--- src/rtl/if_fetch_unit_pkg.sv ---
// Shared definitions for the IF fetch requester and the byte-wide memory controller.
// Grant codes are common to both sides of the arbitration interface.
package if_fetch_unit_pkg;

  localparam logic [1:0] GRANT_NONE = 2'b00;
  localparam logic [1:0] GRANT_IF   = 2'b01;
  localparam logic [1:0] GRANT_MEM  = 2'b10;

  localparam int INST_BYTES = 4;

  typedef enum logic {
    FETCH = 1'b0,
    DONE  = 1'b1
  } fetch_state_t;

endpackage

--- src/rtl/if_fetch_unit.sv ---
// Instruction fetch requester: issues four byte reads through the memory controller,
// assembles them little-endian and hands the word to IF/ID with a valid/ready handshake.
module if_fetch_unit
  import if_fetch_unit_pkg::*;
#(
  parameter logic [31:0] RESET_PC = 32'h0000_0000
) (
  input  logic        clk,
  input  logic        rst,
  output logic        if_request_o,
  output logic [31:0] if_addr_o,
  input  logic [1:0]  grant_i,
  input  logic [7:0]  ram_byte_i,
  input  logic        flush_i,
  input  logic [31:0] flush_pc_i,
  output logic [31:0] inst_o,
  output logic [31:0] inst_pc_o,
  output logic        inst_valid_o,
  input  logic        inst_ready_i
);

  fetch_state_t state;
  logic [31:0]  base_pc;
  logic [2:0]   issue_cnt;
  logic [2:0]   recv_cnt;
  logic         vld_p1;
  logic [1:0]   lane_p1;
  logic [31:0]  word_p2;
  logic         req_live;

  // Outputs derive from registered state only; rst gates them low during reset.
  assign req_live     = (state == FETCH) && (issue_cnt < 3'(INST_BYTES));
  assign if_request_o = req_live && !rst;
  assign if_addr_o    = if_request_o ? (base_pc + {29'd0, issue_cnt}) : 32'd0;
  assign inst_valid_o = (state == DONE) && !rst;
  assign inst_o       = inst_valid_o ? word_p2 : 32'd0;
  assign inst_pc_o    = inst_valid_o ? base_pc : 32'd0;

  // Stage p0 -> p1: grant seen, byte for lane_p1 arrives next cycle
  always_ff @(posedge clk) begin
    if (rst) begin
      state     <= FETCH;
      base_pc   <= RESET_PC;
      issue_cnt <= 3'd0;
      recv_cnt  <= 3'd0;
      vld_p1    <= 1'b0;
    end else if (flush_i) begin
      state     <= FETCH;
      base_pc   <= flush_pc_i;
      issue_cnt <= 3'd0;
      recv_cnt  <= 3'd0;
      vld_p1    <= 1'b0;
    end else begin
      unique case (state)
        FETCH: begin
          if (req_live && (grant_i == GRANT_IF)) begin
            issue_cnt <= issue_cnt + 3'd1;
            vld_p1    <= 1'b1;
            lane_p1   <= issue_cnt[1:0];
          end else begin
            vld_p1    <= 1'b0;
          end
          if (vld_p1) begin
            recv_cnt <= recv_cnt + 3'd1;
            if (recv_cnt == 3'(INST_BYTES - 1))
              state <= DONE;
          end
        end
        DONE: begin
          vld_p1 <= 1'b0;
          if (inst_ready_i) begin
            base_pc   <= base_pc + 32'd4;
            issue_cnt <= 3'd0;
            recv_cnt  <= 3'd0;
            state     <= FETCH;
          end
        end
        default: state <= FETCH;
      endcase
    end
  end

  // Stage p1 -> p2: capture returned byte into its lane; a flushed byte is dropped
  always_ff @(posedge clk) begin
    if (!rst && !flush_i && (state == FETCH) && vld_p1)
      word_p2[{lane_p1, 3'b000} +: 8] <= ram_byte_i;
  end

endmodule

--- config.mk ---
export PLATFORM = sky130hd
export DESIGN_NAME = if_fetch_unit
export DESIGN_NICKNAME = d
export VERILOG_FILES = /design/src/rtl/if_fetch_unit_pkg.sv /design/src/rtl/if_fetch_unit.sv
export SDC_FILE = /design/constraint.sdc
export NUM_CORES = 1
export LEC_CHECK = 0
export CORE_MARGIN = 4
export CORE_UTILIZATION = 40
export DETAILED_ROUTE_END_ITERATION = 10
export PLACE_DENSITY = 0.67
export SYNTH_ARGS = -nofsm -noshare
export SYNTH_HDL_FRONTEND = slang
export SYNTH_SLANG_ARGS = --single-unit
--- constraint.sdc ---
create_clock -name clk -period 3.1 [get_ports clk]
set_input_delay 0.62 -clock clk [delete_from_list [all_inputs] [get_ports clk]]
set_output_delay 0.62 -clock clk [all_outputs]
set_load 0.05 [all_outputs]
## After elaboration in Yosys (flattened, before gate mapping)

Cells that the tools add are included.
W data, S select, Z words.

- Word-level logic and storage cells: 57
- Register bits: 74
- Output and inout bits: 98

- Bitwise logic cells: 3
- Shifts and indexed selects: 2
- Magnitude comparators: 1
- Muxes and demuxes: 18
- Reduce and logical (&&, ||, !) cells: 16
- $add $sub $neg: 5
- Equality and inequality tests: 5

Operator list:

| cell | number |
|---|---|
| $mux W32 | 6 |
| $add A32 B3 Y32 | 1 |
| $add A32 B3 Y32 const B | 1 |
| $bwmux W32 | 1 |
| $shift A8 B7 Y32 const A | 1 |
| $shiftx A8 B7 Y32 | 1 |
| $pmux W3 S2 | 2 |
| $mux W3 | 3 |
| $logic_and A1 B1 Y1 | 7 |
| $neg A5 Y7 | 1 |
| $add A3 B1 Y3 const B | 2 |
| $reduce_and A2 Y1 | 3 |
| $mux W1 | 4 |
| $ne A2 B2 Y1 const B | 2 |
| $pmux W1 S2 | 2 |
| $reduce_and A4 Y1 | 1 |
| $reduce_bool A2 Y1 | 2 |
| $eq A3 B2 Y1 const B | 1 |
| $lt A3 B3 Y1 const B | 1 |
| $not A1 Y1 | 3 |
| $eq A2 B1 Y1 const B | 1 |
| $logic_not A1 Y1 | 2 |
| $ne A2 B1 Y1 const B | 1 |
| $reduce_or A2 Y1 | 1 |

## Logic depth before layout (Yosys ltp)

- Depth after elaboration: 5
- Gate-level depth with buffers: 8
- Gate-level depth less buffers: 7

## Worst setup path after synthesis

No wires, ideal clock.

- Path type: register -> output
- Start: register issue_cnt[0]
- End: output port if_addr_o[26]
- Buffers on the path: 1
- Slack: -0.250 ns
- Arrival time: 2.730 ns
- Cell stages (with the launch flop): 9
- Cell sequence: dfxtp_1 ha_1 inv_1 fa_1 nor2b_1 o21ai_1 clkbuf_1 or4_1 a21oi_1

- Longest elaborated chain between the ends: 4
- Elaborated cells on any way between the ends: 5

Ends and longest elaborated chain:

| what | line | text |
|---|---|---|
| start, declared | if_fetch_unit.sv:24 | `logic [2:0] issue_cnt;` |
| start signal, assigned | if_fetch_unit.sv:57 | `issue_cnt <= issue_cnt + 3'd1;` |
| parallel branches: the longest is 3 deep, another holds $add A32 B3 Y32 | - |  |
| $mux W32 (*) | if_fetch_unit.sv:34 | `assign if_addr_o = if_request_o ? (base_pc + {29'd0, issue_cnt}) : 32'd0;` |
| end, declared | if_fetch_unit.sv:11 | `output logic [31:0] if_addr_o,` |

Mark *: on every way between the ends.

## Worst setup path after layout

- Start: register issue_cnt[1]
- End: output port if_addr_o[13]

The elaborated chain is that of the path after synthesis.

==> qor.csv <==
metric,value,unit
max_stage_delay,0.55,ns
antenna_cells,0,
period_share,1.01,
areaGrowthSynthToFinish,65.8,%
final_max_slew_viol_count,0,
final_cell_area,0.00838,sq mm
syn_inst,597,
die_h,120,um
worst_slack,-0.0299,ns
antenna_found_initial,0,
fmaxAchievable,0.320,GHz
power,2.60,mW
yosys_warnings,0,
grt_max_degree,44,
h-tree-depth,3,
critPathRequiredTime,2.48,ns
synth_cell_types,59,
synth_top_family_by_area,simple AND/OR/NAND/NOR gates,
startpoint_type,flop,
leakage,3.02,nW
cts_tree,yes,
drive_above_1_share,0.305,
setup_viol,1,
synthSimpleGateAreaFrac,0.363,
layout_min_cycle_time,3.13,ns
synth-main-ff-cell,dfxtp_1,
clkLatencyLatePin,0.34,ns
syn_area,0.00505,sq mm
tightest_slew,0.838,ns
final.setup.tns,-0.0299,ns
synthArstFlopShare,0,
synth_seq_cells,74,
powerDensity,310,mW/mm^2
dpl_cell_area,0.00777,sq mm
path_clk_slew,0.06,ns
synth_area_per_cell,8.46,sq um
cts_inserted_buffers,9,
skew,0.00586,ns
ctsHoldBuffers,0,
fin_nets,811,
path_class,reg2out,
coreArea,0.0122,sq mm
cts_sinks,74,
rows,40,
synth_xor_area_frac,0.0312,
hold_slack,0.487,ns
vdd_ir_drop_max,0.225,mV
wl,17.5,mm
clk_root_buffer_cell,clkbuf_16,
utilization,0.689,
syn-num-nets,656,
arrival,2.51,ns
ant_nets,0,
gp_congestion,0.927,
synth.area.mux_share,0.00991,
cpMaxStageDelayCell,or4_4,
dpl.hpwl,13.1,mm
status,finished with violations,
final_common_cell,and2_1,
cp-end-kind,output port,
drt_iter0_markers,415,
rsz0062_at_grt,yes,
finalNonFillerCells,925,
synthAdderAreaFrac,0.0337,
crit_fanout,5,
start_util,0.415,
hp-class,reg2reg,
grt-ovfl-total,0,
drt-pass1-iter-count,5,
dieArea,0.0145,sq mm
vias_per_cell,5.77,
drc,0,
vias,5336,
dp.cells,902,
cts_buffer_depth,2,
yosysSeqAreaShare,0.361,
violations,setup timing,
numPortBuffers,143,
io_pins,144,
crit_chain,"ha_4, a211oi_1, buf_4, or4_4, or3_4, a21oi_4, buf_12",
hold_viol_final,0,
grt_pass1_vias,5147,
synth_compound_area_frac,0.148,
grt.total_usage,0.235,
wire_per_inst,18.9,um
maxCapViolCount,0,
slew_headroom,0.440,
pre_cts_ws,0.0741,ns
synth_edf_count,34,
die_w,120,um
grt_pass1_wl,27.4,mm
final_cell_mix,"102 x and2_1, 91 x buf_12, 57 x buf_4, 45 x clkdlybuf4s50_1, 38 x nor2_1",
==> sequential cells by signal (all words and copies together) (netlist names) <==
signal	cells
recv_cnt	3
lane_p1	2
state	1
word_p2	32
vld_p1	1
issue_cnt	3
base_pc	32
==> critical path: cells and delay by family, from the launching register on <==
kind,cells,cell delay [ns]
AO/OA/AOI/OAI,2,0.27
buffers and inverters,2,0.32
AND/OR/NAND/NOR,2,0.95
adder cells (fa/ha/maj),1,0.27
flip-flops,1,0.37
==> cell type report <==
| cell class | instances | area (sq um) |
|---|---|---|
| multi-input cells | 457 | 3250 |
| fillers | 947 | 3790 |
| clock buffers | 9 | 225 |
| repair buffers | 194 | 2710 |
| well taps | 168 | 210 |
| inverters | 16 | 60.1 |
| flip-flops and latches | 74 | 1840 |
| clock inverters | 7 | 77.6 |
==> cell usage after synthesis (14+ instances only) <==
cell	count	area share
a211oi_1	15	0.022
a21oi_1	28	0.028
and2_1	102	0.13
buf_2	19	0.019
clkbuf_1	31	0.023
dfxtp_1	40	0.16
edfxtp_1	34	0.20
inv_1	14	0.010
nand2_1	30	0.022
nand3_1	18	0.018
nor2_1	38	0.028
nor3_1	15	0.015
o21ai_0	19	0.019
or3_1	15	0.019
or4_1	16	0.024
==> per-layer routing <==
metal | vias up | track usage | wire, um
met3 | 40 | 0.0318 | 1210
met5 | - | 0 | 0
met2 | 253 | 0.391 | 8560
met4 | 0 | 0.0503 | 306
met1 | 2560 | 0.327 | 7390
li1 | 2483 | - | -
==> cell families after synthesis <==
logic type               Yosys count
XOR/XNOR                          18
AND/OR/NAND/NOR                  311
flip-flops                        74
adder cells (fa/ha/maj)           13
multiplexers                       5
buffers and inverters             66
AO/OA/AOI/OAI                    110
==> path summary, 6_finish.rpt <==
path                        startpoint                  endpoint  slack, ns  cells past startpoint
min reg2reg   recv_cnt[2]$_SDFFE_PP0P_  recv_cnt[2]$_SDFFE_PP0P_       0.49                      2
min           recv_cnt[2]$_SDFFE_PP0P_  recv_cnt[2]$_SDFFE_PP0P_       0.49                      2
max reg2reg    base_pc[2]$_SDFFE_PP0P_  base_pc[22]$_SDFFE_PP0P_       0.73                      6
max          issue_cnt[1]$_SDFFE_PP0P_             if_addr_o[13]      -0.03                      7
==> repair_timing <==
item                       CTS  global route
gates resized for setup     27            28
setup endpoints to repair   21            16
pin swaps                    9            12
setup buffers                3             4
==> report_power, final <==
group,switching [mW],total [mW],leakage [nW],internal [mW]
sequential,0.0476,1.09,0.629,1.04
combinational,0.231,0.430,2.25,0.198
clock,0.446,1.08,0.142,0.631
No activity file was read; power rests on OpenSTA's default activity.
